$ cat src/rtl/cfg_chain_pkg.sv
// Shared types and constants for the configuration-chain loader.
package cfg_chain_pkg;

  localparam int unsigned WORD_W   = 32;
  localparam logic [31:0] CRC_POLY = 32'h04C1_1DB7;
  localparam logic [31:0] CRC_INIT = 32'hFFFF_FFFF;

  typedef enum logic [2:0] {
    ST_IDLE,
    ST_LOAD,
    ST_VERIFY,
    ST_DONE,
    ST_ERROR
  } state_t;

  typedef logic [WORD_W-1:0] cfg_word_t;

  // One MSB-first CRC-32 step, no reflection, no final XOR.
  function automatic logic [31:0] crc32_step(input logic [31:0] crc, input logic bit_in);
    logic fb;
    fb = crc[31] ^ bit_in;
    return {crc[30:0], 1'b0} ^ (fb ? CRC_POLY : 32'h0);
  endfunction

endpackage

$ cat src/rtl/cfg_chain_loader_if.sv
// Host configuration word stream (valid/ready).
interface cfg_chain_loader_if;
  import cfg_chain_pkg::*;

  cfg_word_t cfg_data;
  logic      cfg_valid;
  logic      cfg_ready;

  modport master (output cfg_data, output cfg_valid, input  cfg_ready);
  modport slave  (input  cfg_data, input  cfg_valid, output cfg_ready);
endinterface

$ cat src/rtl/crc32_serial.sv
// Bit-serial CRC-32 accumulator; clr has priority over en.
module crc32_serial
  import cfg_chain_pkg::*;
(
  input  logic        clk,
  input  logic        rst_n,
  input  logic        clr,
  input  logic        en,
  input  logic        bit_in,
  output logic [31:0] crc
);

  always_ff @(posedge clk or negedge rst_n) begin
    if (!rst_n) begin
      crc <= CRC_INIT;
    end else if (clr) begin
      crc <= CRC_INIT;
    end else if (en) begin
      crc <= crc32_step(crc, bit_in);
    end
  end

endmodule

$ cat src/rtl/cfg_chain_loader.sv
// Loads 32-bit words bit-serially into the core program chain, then
// recirculates the chain once and compares CRCs of loaded vs returned bits.
module cfg_chain_loader
  import cfg_chain_pkg::*;
#(
  parameter int unsigned CHAIN_LEN = 4096
) (
  input  logic              prog_clk,
  input  logic              rst_n,
  input  logic              start,
  cfg_chain_loader_if.slave cfg,
  output logic              prog_en,
  output logic              prog_in,
  input  logic              prog_out,
  output logic              busy,
  output logic              done,
  output logic              error,
  output logic [31:0]       crc_out
);

  localparam int unsigned WORDS    = CHAIN_LEN / WORD_W;
  localparam int unsigned CNT_W    = $clog2(CHAIN_LEN + 1);
  localparam int unsigned WCNT_W   = $clog2(WORDS + 1);
  localparam int unsigned SR_CNT_W = $clog2(WORD_W + 1);
  localparam logic [CNT_W-1:0] LAST_BIT = CNT_W'(CHAIN_LEN - 1);

  state_t              state_q, state_n;
  cfg_word_t           sr_q, sr_n;
  logic [SR_CNT_W-1:0] sr_cnt_q, sr_cnt_n;
  logic [CNT_W-1:0]    bit_cnt_q, bit_cnt_n;
  logic [WCNT_W-1:0]   word_cnt_q, word_cnt_n;
  logic                cfg_ready_q, cfg_ready_n;
  logic                prog_en_q, prog_en_n;
  logic                prog_in_q, prog_in_n;
  logic                busy_q, busy_n;
  logic                done_q, done_n;
  logic                error_q, error_n;
  logic [31:0]         crc_out_q, crc_out_n;

  logic                crc_clr, crc_a_en, crc_b_en;
  logic [31:0]         crc_a, crc_b;
  logic                load_n;

  crc32_serial u_crc_a (
    .clk    (prog_clk),
    .rst_n  (rst_n),
    .clr    (crc_clr),
    .en     (crc_a_en),
    .bit_in (sr_q[WORD_W-1]),
    .crc    (crc_a)
  );

  crc32_serial u_crc_b (
    .clk    (prog_clk),
    .rst_n  (rst_n),
    .clr    (crc_clr),
    .en     (crc_b_en),
    .bit_in (prog_out),
    .crc    (crc_b)
  );

  // Next-state and next-output logic.
  always_comb begin
    state_n    = state_q;
    sr_n       = sr_q;
    sr_cnt_n   = sr_cnt_q;
    bit_cnt_n  = bit_cnt_q;
    word_cnt_n = word_cnt_q;
    busy_n     = busy_q;
    done_n     = done_q;
    error_n    = error_q;
    crc_out_n  = crc_out_q;
    crc_clr    = 1'b0;
    crc_a_en   = 1'b0;
    crc_b_en   = 1'b0;

    case (state_q)
      ST_IDLE, ST_DONE, ST_ERROR: begin
        if (start) begin
          state_n    = ST_LOAD;
          sr_cnt_n   = '0;
          bit_cnt_n  = '0;
          word_cnt_n = '0;
          crc_clr    = 1'b1;
          busy_n     = 1'b1;
          done_n     = 1'b0;
          error_n    = 1'b0;
        end
      end
      ST_LOAD: begin
        if (sr_cnt_q != '0) begin
          sr_n      = {sr_q[WORD_W-2:0], 1'b0};
          sr_cnt_n  = sr_cnt_q - SR_CNT_W'(1);
          bit_cnt_n = bit_cnt_q + CNT_W'(1);
          crc_a_en  = 1'b1;
          if (bit_cnt_q == LAST_BIT) begin
            state_n   = ST_VERIFY;
            bit_cnt_n = '0;
          end
        end
        // A word accepted while bit 0 shifts reloads with no bubble.
        if (cfg.cfg_valid && cfg_ready_q) begin
          sr_n       = cfg.cfg_data;
          sr_cnt_n   = SR_CNT_W'(WORD_W);
          word_cnt_n = word_cnt_q + WCNT_W'(1);
        end
      end
      ST_VERIFY: begin
        crc_b_en  = 1'b1;
        bit_cnt_n = bit_cnt_q + CNT_W'(1);
        if (bit_cnt_q == LAST_BIT) begin
          bit_cnt_n = '0;
          busy_n    = 1'b0;
          crc_out_n = crc_a;
          if (crc32_step(crc_b, prog_out) == crc_a) begin
            state_n = ST_DONE;
            done_n  = 1'b1;
          end else begin
            state_n = ST_ERROR;
            error_n = 1'b1;
          end
        end
      end
      default: state_n = ST_IDLE;
    endcase

    load_n      = (state_n == ST_LOAD);
    cfg_ready_n = load_n && (sr_cnt_n <= SR_CNT_W'(1)) && (word_cnt_n < WCNT_W'(WORDS));
    prog_en_n   = (load_n && (sr_cnt_n != '0)) || (state_n == ST_VERIFY);
    prog_in_n   = load_n && (sr_cnt_n != '0) && sr_n[WORD_W-1];
  end

  always_ff @(posedge prog_clk or negedge rst_n) begin
    if (!rst_n) begin
      state_q     <= ST_IDLE;
      sr_q        <= '0;
      sr_cnt_q    <= '0;
      bit_cnt_q   <= '0;
      word_cnt_q  <= '0;
      cfg_ready_q <= 1'b0;
      prog_en_q   <= 1'b0;
      prog_in_q   <= 1'b0;
      busy_q      <= 1'b0;
      done_q      <= 1'b0;
      error_q     <= 1'b0;
      crc_out_q   <= '0;
    end else begin
      state_q     <= state_n;
      sr_q        <= sr_n;
      sr_cnt_q    <= sr_cnt_n;
      bit_cnt_q   <= bit_cnt_n;
      word_cnt_q  <= word_cnt_n;
      cfg_ready_q <= cfg_ready_n;
      prog_en_q   <= prog_en_n;
      prog_in_q   <= prog_in_n;
      busy_q      <= busy_n;
      done_q      <= done_n;
      error_q     <= error_n;
      crc_out_q   <= crc_out_n;
    end
  end

  // Verify recirculates the chain output straight back to its input.
  assign prog_in       = (state_q == ST_VERIFY) ? prog_out : prog_in_q;
  assign prog_en       = prog_en_q;
  assign cfg.cfg_ready = cfg_ready_q;
  assign busy          = busy_q;
  assign done          = done_q;
  assign error         = error_q;
  assign crc_out       = crc_out_q;

endmodule
$ cat src/flat_wrapper.sv
// flat-port wrapper written by rule: the top's interface ports become plain ports
module cfg_chain_loader_flat import cfg_chain_pkg::*;
#(
  parameter int unsigned CHAIN_LEN = 4096
)
  (prog_clk, rst_n, start, prog_en, prog_in, prog_out, busy, done, error, crc_out, cfg_cfg_data, cfg_cfg_valid, cfg_cfg_ready);
  cfg_chain_loader_if cfg_i ();
  input  logic prog_clk;
  input  logic rst_n;
  input  logic start;
  output logic prog_en;
  output logic prog_in;
  input  logic prog_out;
  output logic busy;
  output logic done;
  output logic error;
  output logic [31:0] crc_out;
  input wire logic [$bits(cfg_i.cfg_data)-1:0] cfg_cfg_data;
  input wire logic [$bits(cfg_i.cfg_valid)-1:0] cfg_cfg_valid;
  output wire logic [$bits(cfg_i.cfg_ready)-1:0] cfg_cfg_ready;
  assign cfg_i.cfg_data = cfg_cfg_data;
  assign cfg_i.cfg_valid = cfg_cfg_valid;
  assign cfg_cfg_ready = cfg_i.cfg_ready;
  cfg_chain_loader #(.CHAIN_LEN(CHAIN_LEN)) u_core (.prog_clk(prog_clk), .rst_n(rst_n), .start(start), .cfg(cfg_i), .prog_en(prog_en), .prog_in(prog_in), .prog_out(prog_out), .busy(busy), .done(done), .error(error), .crc_out(crc_out));
endmodule
$ cat config.mk
export PLATFORM = sky130hd
export DESIGN_NAME = cfg_chain_loader_flat
export DESIGN_NICKNAME = d
export VERILOG_FILES = /design/src/rtl/cfg_chain_pkg.sv /design/src/rtl/cfg_chain_loader_if.sv /design/src/rtl/crc32_serial.sv /design/src/rtl/cfg_chain_loader.sv /design/src/flat_wrapper.sv
export SDC_FILE = /design/constraint.sdc
export NUM_CORES = 1
export LEC_CHECK = 0
export BUFFER_PORTS_ARGS = -buffer_cell sky130_fd_sc_hd__buf_2
export CORE_UTILIZATION = 35
export CTS_CLUSTER_SIZE = 14
export DETAILED_ROUTE_END_ITERATION = 10
export SYNTH_ARGS = -nofsm -noshare
export SYNTH_HDL_FRONTEND = slang
export SYNTH_HIERARCHICAL = 1
export SYNTH_SLANG_ARGS = --single-unit
$ cat constraint.sdc
create_clock -name prog_clk -period 6.22 [get_ports prog_clk]
set_input_delay 1.244 -clock prog_clk [delete_from_list [all_inputs] [get_ports prog_clk]]
set_output_delay 1.244 -clock prog_clk [all_outputs]
set_load 0.005 [all_outputs]
; ---- Word level (Yosys, flattened, before mapping)
; Cells that the tools add are included.
[totals]
register_bits = 164
out_inout_bits = 38
wordCells = 100
[op_classes]
n_addsub = 3
n_lt_le_gt_ge = 2
n_eq_ne = 13
mux = 42
bitwise = 4
n_reduce_logical = 21
[ops]
columns = cell, n
row1 = $mux 32, 7
row2 = $mux 27, 2
row3 = $mux 13, 3
row4 = $pmux 13 s3, 1
row5 = $eq 32x32->1, 1
row6 = $xor 32x27->32, 1
row7 = $xor 32x32->32, 1
row8 = $mux 6, 3
row9 = $mux 8, 2
row10 = $pmux 8 s2, 1
row11 = $mux 3, 5
row12 = $add 13x1->13 const B, 1
row13 = $eq 13x12->1 const B, 1
row14 = $mux 1, 13
row15 = $pmux 6 s2, 1
row16 = $reduce_bool 6->1, 2
row17 = $eq 3x2->1 const B, 3
row18 = $pmux 3 s3, 1
row19 = $add 8x1->8 const B, 1
row20 = $lt 8x8->1 const B, 1
row21 = $reduce_and 4->1, 2
row22 = $reduce_bool 2->1, 4
row23 = $eq 3x1->1 const B, 2
row24 = $le 6x1->1 const B, 1
row25 = other kinds (13), 25

; ---- Logic depth before layout (Yosys ltp)
; Gate-level depths: netlist of run 1.
[logic_depth]
depth_word = 10
ltp_mapped = 9
depth_no_buf = 9

; ---- Hierarchy
; The synthesis of run 1 kept the hierarchy.
[modules_own_cells]
columns = module, instances, cells_per_inst, area_each_um2
row1 = cfg_chain_loader, 1, 563, 5027.3
row2 = crc32_serial, 2, 123, 1725.4

; ---- Worst setup path after synthesis of run 1
; OpenSTA, ideal clock, no wires.
[synth_timing]
kind = input-to-output
from = input prog_out
to = output prog_in
arrival_time_ns = 1.499
path_slack_ns = 3.477
stages = 1
n_path_buf = 0
cell_sequence = mux2_2
[synth_via]
elab_chain_cells = 1
[synth_rtl]
columns = element, line_no
row1 = from (decl), flat_wrapper.sv:13  ; input logic prog_out;
row2 = $mux 1, cfg_chain_loader.sv:164  ; assign prog_in = (state_q == ST_VERIFY) ? prog_out : prog_in_q;
row3 = to (decl), flat_wrapper.sv:12  ; output logic prog_in;
; No other way between the ends.

; ---- Final worst setup path of run 1
[layout_timing]
from = register u_core.state_q[1]
to = output prog_in
[layout_via]
elab_chain_cells = 2
[layout_rtl]
columns = element, line_no
row1 = from (decl), cfg_chain_loader.sv:27  ; state_t state_q, state_n;
row2 = from (signal assigned), cfg_chain_loader.sv:148  ; state_q <= state_n;
row3 = $eq 3x2->1, cfg_chain_loader.sv:164
row4 = $mux 1, cfg_chain_loader.sv:164
; No other way between the ends.

==> results.sh, run 1 <==
export IMPL_status="complete, no violations"
export IMPL_drv_cap=0
export IMPL_dpl_cell_count=1160
export IMPL_pwr_share_clk_pct=26.9
export IMPL_min_from="u_core/crc_out[18]"
export IMPL_fp_dieW_um=158
export IMPL_core_region_area_um2=23600
export IMPL_fp_row_count=56
export IMPL_grt_pass1_vias=5772
export IMPL_ys_warn_count=6
export IMPL_slew_violations=0
export IMPL_vias=6024
export IMPL_io_buffers=74
export IMPL_synth_commonest_cells="116 x nand2_1, 100 x dfrtp_1, 68 x nor2_1"
export IMPL_post_cts_setup_buffer_count=0
export IMPL_p_sw_share_pct=32.5
export IMPL_ys_top_cells_by_area="dfrtp_1 30%, dfstp_2 20%, xor3_1 7.3%"
export IMPL_synthesis_instances=809
export IMPL_worstSetupPathType="flop to output pin"
export IMPL_setup_viol=0
export IMPL_avgSynthCellArea_um2=10.5
export IMPL_switchingPower_w=0.00136
export IMPL_hold_path_class="flop to flop"
export IMPL_hold_buffers=0
export IMPL_period_minus_slack_ps=3900
export IMPL_max_freq_ghz=0.256
export IMPL_tns_ps=0
export IMPL_p_total_w=0.00418
export IMPL_wl_per_cell_um=15.7
export IMPL_drt_initial_drc_count=420
export IMPL_insertion_delay_ps=430
export IMPL_grt_antenna_before_repair=0
export IMPL_p_seq_share_pct=42.2
export IMPL_max_vdd_ir_drop_mv=0.210
export IMPL_fin_cells=1192
export IMPL_p_int_w=0.00282
export IMPL_htree_num_levels=4
export IMPL_synth_most_common_cell="nand2_1"
export IMPL_combinationalPowerShare_pct=30.9
export IMPL_die_h_um=158
export IMPL_min_to="u_core/crc_out[18]"
export IMPL_die_area_um2=24900
export IMPL_cts_repair_resized=0
export IMPL_ys_ff_latch=164
export IMPL_io_pin_count=75
export IMPL_crit_required_ps=4980
export IMPL_grt_overflow=0
export IMPL_synth_flop_cell="dfrtp_1"
export IMPL_place_ws_ps=2760
export IMPL_regToRegSetupSlack_ps=3490
export IMPL_critPathSlowestCell="nor2_4"
export IMPL_cts_tree="built"
export IMPL_dpl_hpwl_mm=12.2
export IMPL_route_detailed_drc=0
export IMPL_cts_clk_slew_worst_paths_ps=70
export IMPL_seq_area_frac_synth_pct=49.4
export IMPL_cp_arrival_ps=2660
export IMPL_final_nets=901
export IMPL_yosys_area_top_type_share_pct=29.5
export IMPL_viasPerCell=5.05
export IMPL_drive_above_1_share_pct=23.0
export IMPL_worst_setup_path_start_kind="flop"
export IMPL_syn_num_nets=850
export IMPL_r2r_end="u_core/state_q[2]"
export IMPL_skew_ps=10.5
export IMPL_cts_sinks=164
export IMPL_critPathCaptureType="output pin"
export IMPL_drt_total_wl_mm=18.7
export IMPL_async_reset_ff_share_pct=100
export IMPL_rsz0062_at_grt="no"
export IMPL_yosysTopAreaCell="dfrtp_1"
export IMPL_routabilityCongestion=0.863
export IMPL_critical_path_max_stage_delay_ps=530
export IMPL_initial_utilization_pct=35.9
export IMPL_antenna_left=0
export IMPL_grt_pass1_wl_mm=30.7
export IMPL_crit_reg2reg_launch="u_core/bit_cnt_q[3]"
export IMPL_clockBufferDepth=2
export IMPL_slew_headroom_pct=28.3
export IMPL_finalCritPeriodShare_pct=62.7
export IMPL_hold_violations=0
export IMPL_area_delta_synth_final_pct=14.3
export IMPL_root_buffer="clkbuf_16"
export IMPL_cp_max_fo=41
export IMPL_cp_cell_sequence="nand2b_1, nor2_4, buf_4, mux2_2, buf_2"
export IMPL_globalRouteTotalUtil_pct=15.8
export IMPL_num_antenna_cells=0
export IMPL_ys_types=59
export IMPL_cts_buffers=17
export IMPL_netlist_area_um2=8480
export IMPL_reg2reg_depth=8
export IMPL_grt_max_degree=82
export IMPL_holdWs_ps=462
export IMPL_synth_edf_count=0
export IMPL_power_density_nw_per_um2=431
export IMPL_dr_pass1_iters=5
export IMPL_leakage_nw=4.42
export IMPL_min_path_cells=2
export IMPL_worst_slew_pin_slew_ps=1070
export IMPL_fin_ws_ps=2320
[power by group through the flow]
stage / registers, W / clock network, W / logic (W)
6_report: 0.00176 / 0.00112 / 0.00129
3_5_place_dp: 0.00178 / 0 / 0.00129
3_3_place_gp: 0.00178 / 0 / 0.00127
4_1_cts: 0.00177 / 0.00115 / 0.00130
5_1_grt: 0.00181 / 0.00119 / 0.00143
2_1_floorplan: 0.00164 / 0 / 0.00113
[through the flow]
| stage | area [um^2] | utilization, % |
|---|---|---|
| CTS | 9690 | 41.0 |
| finish | 9690 | 41.0 |
| detailed placement | 9060 | 38.4 |
| floorplan | 8480 | - |
| global placement | 9060 | 38.4 |
| global route | 9690 | 41.0 |
[layout make-up]
| type | instances | area (um^2) |
|---|---|---|
| Sequential cell | 164 | 4180 |
| Clock inverter | 14 | 190 |
| Clock buffer | 18 | 439 |
| Tap cell | 319 | 399 |
| Multi-Input combinational cell | 578 | 3970 |
| Fill cell | 2312 | 13900 |
| Timing Repair Buffer | 84 | 452 |
| Inverter | 15 | 56.3 |
[layout by cell type, fill, tap and decap left out, types with 3 or more instances in the layout]
master / netlist / layout
clkbuf_16: 0 / 17
o22ai_1: 35 / 35
o31ai_1: 4 / 4
buf_4: 0 / 10
xnor2_1: 33 / 33
nor2b_1: 65 / 65
and3_1: 4 / 4
nor3_1: 9 / 9
xor2_1: 10 / 10
a211o_1: 65 / 65
dfstp_2: 64 / 64
nor2_1: 68 / 67
inv_8: 0 / 4
and2_1: 3 / 3
inv_6: 0 / 4
nand2_1: 116 / 115
bufinv_16: 0 / 3
nand3_1: 8 / 8
nand4_1: 12 / 12
ha_1: 4 / 4
a21oi_1: 41 / 40
dfrtp_1: 100 / 100
xor3_1: 26 / 26
nor3b_1: 4 / 3
nand2b_1: 3 / 3
o21ai_0: 23 / 23
inv_1: 15 / 15
buf_2: 12 / 73
[registers in the layout, summed over array words and instances (netlist names)]
signal and cells:
u_core/sr_cnt_q 6, u_core/cfg.cfg_ready 1, u_core/word_cnt_q 8, u_core/done 1
u_core/busy 1, u_core/bit_cnt_q 13, u_core/u_crc_a/crc 32, u_core/prog_in_q 1
u_core/state_q 3, u_core/sr_q 32, u_core/crc_out 32, u_core/prog_en 1
u_core/u_crc_b/crc 32, u_core/error 1
[worst max path at each step]
stage / start / cells past startpoint / to / slack, ps
after CTS: u_core/state_q[1] / 5 / prog_in / 2280
after global placement: u_core/state_q[1] / 5 / prog_in / 2810
after detailed placement: u_core/state_q[1] / 5 / prog_in / 2760
final: u_core/state_q[1] / 5 / prog_in / 2320
after floorplan: prog_out / 1 / prog_in / 3480
after global routing: u_core/state_q[1] / 5 / prog_in / 2110
[logic make-up (layout without fill, tap and decap cells)]
group	count (synthesis)	in the layout	share of synthesized area, %
AO/OA/AOI/OAI	194	194	16.1
XOR/XNOR	70	70	11.9
adder cells (fa/ha/maj)	4	4	0.590
buffers and inverters	67	131	4.21
flip-flops	164	164	49.4
multiplexers	1	1	0.133
AND/OR/NAND/NOR	309	309	17.7
[critical path: cells and delay by family, from the launching register on]
family	cells	cell delay [ps]
and+or+nand+nor	2	690
DFF	1	510
muxes	1	400
buffers and inverters	2	630
[routing by layer]
metal / part of all wire (%) / global-route usage (%)
met5: 0 / 0
met4: 0.72 / 3.93
met3: 3.2 / 3.23
met2: 49 / 26.1
met1: 47 / 21.1
Note: power is estimated with default switching activity, not from simulation.
==> run 2, diff against run 1 <==
==> constraint.sdc (replaced) <==
create_clock -name prog_clk -period 3.6 [get_ports prog_clk]
set_input_delay 0.72 -clock prog_clk [delete_from_list [all_inputs] [get_ports prog_clk]]
set_output_delay 0.72 -clock prog_clk [all_outputs]
set_load 0.005 [all_outputs]
==> results.sh, run 2 (synthesis results as in run 1) <==
export IMPL_power_density_nw_per_um2=737
export IMPL_core_region_area_um2=23600
export IMPL_critPathCaptureType="flop"
export IMPL_fillers=2277
export IMPL_grt_overflow=0
export IMPL_worstSetupPathType="flop to flop"
export IMPL_initial_utilization_pct=35.9
export IMPL_mostFrequentLayoutCells="115 x nand2_1, 100 x dfrtp_1, 73 x buf_2, 67 x nor2_1"
export IMPL_root_buffer="clkbuf_16"
export IMPL_area_delta_synth_final_pct=14.4
export IMPL_drv_cap=0
export IMPL_drt_initial_drc_count=451
export IMPL_max_freq_ghz=0.376
export IMPL_final_common_cell="nand2_1"
export IMPL_tns_ps=0
export IMPL_crit_reg2reg_launch="u_core/u_crc_b/crc[31]"
export IMPL_crit_required_ps=3890
export IMPL_hold_violations=0
export IMPL_slew_violations=0
export IMPL_leakage_nw=4.43
export IMPL_worst_slew_pin_slew_ps=709
export IMPL_status="complete, no violations"
export IMPL_finalCritPeriodShare_pct=73.8
export IMPL_dpl_hpwl_mm=12.6
export IMPL_final_nets=905
export IMPL_max_vdd_ir_drop_mv=0.392
export IMPL_hold_path_class="primary input to async pin"
export IMPL_dr_pass1_iters=5
export IMPL_viasPerCell=5.09
export IMPL_skew_ps=8.24
export IMPL_hold_buffers=0
export IMPL_die_h_um=158
export IMPL_critPathLaunch="u_core/u_crc_b/crc[31]"
export IMPL_rsz0062_at_grt="no"
export IMPL_grt_antenna_before_repair=1
export IMPL_setup_viol=0
export IMPL_cts_sinks=164
export IMPL_vias=6097
export IMPL_final_cell_area_um2=9700
export IMPL_drive_above_1_share_pct=23.1
export IMPL_fp_row_count=56
export IMPL_htree_num_levels=4
export IMPL_cts_clk_slew_worst_paths_ps=70
export IMPL_grt_max_degree=66
export IMPL_die_area_um2=24900
export IMPL_io_pin_count=75
export IMPL_p_total_w=0.00715
export IMPL_slew_headroom_pct=52.7
export IMPL_cts_tree="built"
export IMPL_grt_pass1_vias=6030
export IMPL_io_buffers=74
export IMPL_fp_dieW_um=158
export IMPL_clockBufferDepth=2
export IMPL_cts_repair_resized=0
export IMPL_cp_max_fo=17
export IMPL_wl_per_cell_um=15.9
export IMPL_post_cts_setup_buffer_count=0
export IMPL_fin_cells=1197
export IMPL_placed_cell_area_um2=9100
export IMPL_drt_total_wl_mm=19.0
export IMPL_period_minus_slack_ps=2660
export IMPL_routabilityCongestion=0.876
export IMPL_cp_arrival_ps=2950
export IMPL_globalRouteTotalUtil_pct=16.2
export IMPL_cts_buffers=17
export IMPL_insertion_delay_ps=430
export IMPL_route_detailed_drc=0
export IMPL_antenna_left=0
export IMPL_grt_pass1_wl_mm=31.5
export IMPL_worst_setup_path_start_kind="flop"
export IMPL_dpl_cell_count=1164
-- run 2: final timing paths --
check                      cells past startpoint  slack (ps)                     end
min reg2reg                                    2         460      u_core/crc_out[24]
max reg2reg                                    7         940       u_core/state_q[2]
max in group asynchronous                      2        2500  u_core/u_crc_a/crc[12]
min                                            1         240      u_core/crc_out[19]
min in group prog_clk                          2         460      u_core/crc_out[24]
max                                            7         940       u_core/state_q[2]
-- run 2: metrics by stage --
| step | setup slack (ps) | hold slack (ps) | util (%) |
|---|---|---|---|
| global route | 774 | 283 | 41.1 |
| detailed placement | 833 | 452 | 38.6 |
| global placement | 933 | 444 | 38.6 |
| CTS | 976 | 264 | 41.1 |
| floorplan | 1470 | 424 | - |
| finish | 944 | 240 | 41.1 |
-- run 2: final cells by class --
cell class	instances	area, um^2	area share (%)
flip-flops and latches	164	4180	43.1
multi-input cells	578	3970	40.9
repair buffers	88	494	5.09
clock buffers	20	447	4.60
well taps	319	399	4.11
clock inverters	12	148	1.52
inverters	15	56.3	0.580
diodes	1	2.50	0.0258
-- run 2: per-layer routing --
metal | global-route usage, % | share of wire, % | up-vias
met3 | 2.96 | 4.0 | 20
met1 | 21.9 | 46 | 3020
met2 | 26.1 | 48 | 114
met5 | 0 | 0 | -
li1 | - | - | 2943
met4 | 5.78 | 1.5 | 0
-- run 2: worst max-delay path, cell delays in order, from the launching register on --
cell and delay [ps]:
dfstp_2 890, xor2_1 250, a211o_1 320, a222oi_1 300, nand4_1 150, nor3_2 330
or2_2 200, o41ai_1 90
-- run 2: power breakdown --
part           internal, W  switching [W]  total [W]
Clock              0.00106       0.000792    0.00185
Combinational      0.00127        0.00103    0.00230
Sequential         0.00248       0.000513    0.00300
==> run 3, diff against run 2 <==
--- a/config.mk
+++ b/config.mk
@@ -5,6 +5,7 @@
 export SDC_FILE = /design/constraint.sdc
 export NUM_CORES = 1
 export LEC_CHECK = 0
+export ABC_AREA = 1
 export BUFFER_PORTS_ARGS = -buffer_cell sky130_fd_sc_hd__buf_2
 export CORE_UTILIZATION = 35
 export CTS_CLUSTER_SIZE = 14
==> constraint.sdc (replaced) <==
create_clock -name prog_clk -period 2.3 [get_ports prog_clk]
set_input_delay 0.46 -clock prog_clk [delete_from_list [all_inputs] [get_ports prog_clk]]
set_output_delay 0.46 -clock prog_clk [all_outputs]
set_load 0.005 [all_outputs]
==> results.sh, run 3 <==
export IMPL_finalCritPeriodShare_pct=96.1
export IMPL_initial_utilization_pct=36.1
export IMPL_fin_cells=1498
export IMPL_cts_sinks=164
export IMPL_syn_num_nets=1126
export IMPL_cp_cell_sequence="nor3_4, inv_1, o21ai_1, buf_4, buf_2"
export IMPL_drv_cap=0
export IMPL_grt_overflow=0
export IMPL_drt_initial_drc_count=352
export IMPL_core_region_area_um2=23700
export IMPL_cpLargestDelayFamily="flip-flops"
export IMPL_cts_buffers=17
export IMPL_fin_ws_ps=90.8
export IMPL_power_density_nw_per_um2=1060
export IMPL_ys_ff_latch=164
export IMPL_yosys_area_top_type_share_pct=29.3
export IMPL_grt_pass1_vias=6938
export IMPL_slew_violations=0
export IMPL_vias=7255
export IMPL_ys_warn_count=6
export IMPL_netlist_area_um2=8550
export IMPL_worst_setup_path_start_kind="flop"
export IMPL_yosysTopAreaCell="dfrtp_1"
export IMPL_dr_pass1_iters=6
export IMPL_max_vdd_ir_drop_mv=0.585
export IMPL_status="complete, no violations"
export IMPL_period_minus_slack_ps=2210
export IMPL_grt_pass1_wl_mm=34.2
export IMPL_synth_commonest_cells="299 x nand2_1, 170 x inv_1, 110 x nand3_1"
export IMPL_rsz0062_at_grt="yes"
export IMPL_max_freq_ghz=0.453
export IMPL_cp_max_fo=6
export IMPL_route_detailed_drc=0
export IMPL_fillers=2427
export IMPL_seq_area_frac_synth_pct=48.9
export IMPL_grt_max_degree=56
export IMPL_hold_violations=0
export IMPL_wl_per_cell_um=13.7
export IMPL_root_buffer="clkbuf_16"
export IMPL_dpl_hpwl_mm=14.5
export IMPL_cts_tree="built"
export IMPL_synth_flop_cell="dfrtp_1"
export IMPL_fp_dieW_um=158
export IMPL_htree_num_levels=4
export IMPL_worstSetupPathType="flop to output pin"
export IMPL_clockBufferDepth=2
export IMPL_mostFrequentLayoutCells="299 x nand2_1, 170 x inv_1, 109 x nand3_1, 100 x dfrtp_1"
export IMPL_globalRouteTotalUtil_pct=17.5
export IMPL_cp_arrival_ps=1750
export IMPL_dpl_cell_count=1464
export IMPL_async_reset_ff_share_pct=100
export IMPL_synth_edf_count=0
export IMPL_ys_top_cells_by_area="dfrtp_1 29%, dfstp_2 20%, nand2_1 13%"
export IMPL_critPathBufInv=3
export IMPL_final_common_cell="nand2_1"
export IMPL_cts_clk_slew_worst_paths_ps=70
export IMPL_grt_antenna_before_repair=0
export IMPL_hold_path_class="primary input to flop"
export IMPL_final_nets=1207
export IMPL_area_delta_synth_final_pct=16.5
export IMPL_drive_above_1_share_pct=19.8
export IMPL_place_ws_ps=139
export IMPL_viasPerCell=4.84
export IMPL_num_antenna_cells=0
export IMPL_skew_ps=13.1
export IMPL_synth_most_common_cell="nand2_1"
export IMPL_drt_total_wl_mm=20.5
export IMPL_crit_required_ps=1840
export IMPL_leakage_nw=5.36
export IMPL_ys_types=41
export IMPL_io_buffers=74
export IMPL_io_pin_count=75
export IMPL_setup_viol=0
export IMPL_fp_row_count=56
export IMPL_avgSynthCellArea_um2=7.88
export IMPL_insertion_delay_ps=430
export IMPL_critical_path_max_stage_delay_ps=440
export IMPL_critPathCaptureType="output pin"
export IMPL_post_cts_setup_buffer_count=0
export IMPL_die_area_um2=25100
export IMPL_routabilityCongestion=0.847
export IMPL_die_h_um=158
export IMPL_slew_headroom_pct=54.6
export IMPL_critPathSlowestCell="dfrtp_1"
export IMPL_antenna_left=0
export IMPL_synthesis_instances=1085
export IMPL_worst_slew_pin_slew_ps=680
==> run 3: cell families (layout without fill, tap and decap cells) <==
kind of cell	after synthesis	count (layout)	synth area share, %
buf+inv	210	303	9.88
compound gates	157	157	11.1
simple gates	533	534	27.8
fa+ha+maj	4	4	0.585
flops	164	164	48.9
xor+xnor	17	17	1.74
==> run 3: path summary, 6_finish.rpt <==
check / to / cells after the start / slack, ps / from
hold / removal: u_core/sr_q[0] / 3 / 280 / cfg_cfg_data[0]
setup reg to reg: u_core/u_crc_a/crc[15] / 7 / 130 / u_core/sr_cnt_q[0]
min in group asynchronous: u_core/crc_out[29] / 2 / 480 / rst_n
setup / recovery: prog_in / 5 / 90 / u_core/state_q[2]
max in group asynchronous: u_core/u_crc_b/crc[16] / 3 / 1070 / rst_n
hold reg to reg: u_core/crc_out[15] / 2 / 470 / u_core/crc_out[15]
==> run 3: layout make-up <==
| class | count | area [um^2] | share of cell area (%) |
|---|---|---|---|
| Timing Repair Buffer | 93 | 572 | 5.74 |
| Multi-Input combinational cell | 712 | 3540 | 35.6 |
| Clock inverter | 11 | 138 | 1.38 |
| Inverter | 178 | 673 | 6.76 |
| Clock buffer | 21 | 450 | 4.52 |
| Sequential cell | 164 | 4180 | 42.0 |
| Tap cell | 319 | 399 | 4.01 |
==> run 3: tightest hold or removal path, cell delays in order <==
cell     delay (ps)
buf_2            90
nand2_1          50
nand2_1          70
==> run 3: timing repair <==
| item | CTS | global route |
|---|---|---|
| hold buffers | 1 | 0 |
| hold endpoints to repair | 16 | 0 |
| setup endpoints to repair | 0 | 11 |
| gates resized for setup | 0 | 4 |
==> run 3: metal layers <==
metal	GRT usage [%]	vias to the layer above	share of wire, %
li1	-	3629	-
met1	23.2	3438	48
met2	28.6	172	47
met3	3.97	16	4.3
met4	4.62	0	1.2
met5	0	-	0
==> run 3: stage by stage <==
step | utilization, % | area [um^2] | hold WS (ps) | TNS, ps | total power [W]
final | 42.1 | 9960 | 275 | 0 | 0.0106
after global routing | 42.1 | 9960 | 271 | -168 | 0.0114
after CTS | 42.0 | 9940 | 260 | 0 | 0.0106
after detailed placement | 39.5 | 9340 | 368 | 0 | 0.00768
after global placement | 39.5 | 9340 | 365 | 0 | 0.00760
after floorplan | - | 8550 | 164 | 0 | 0.00674
==> run 3: power by group <==
group	internal (W)	switching (W)	leakage, nW
logic	0.00122	0.00194	3.09
clock network	0.00166	0.00125	0.284
registers	0.00387	0.000627	1.98
total	0.00674	0.00381	5.36
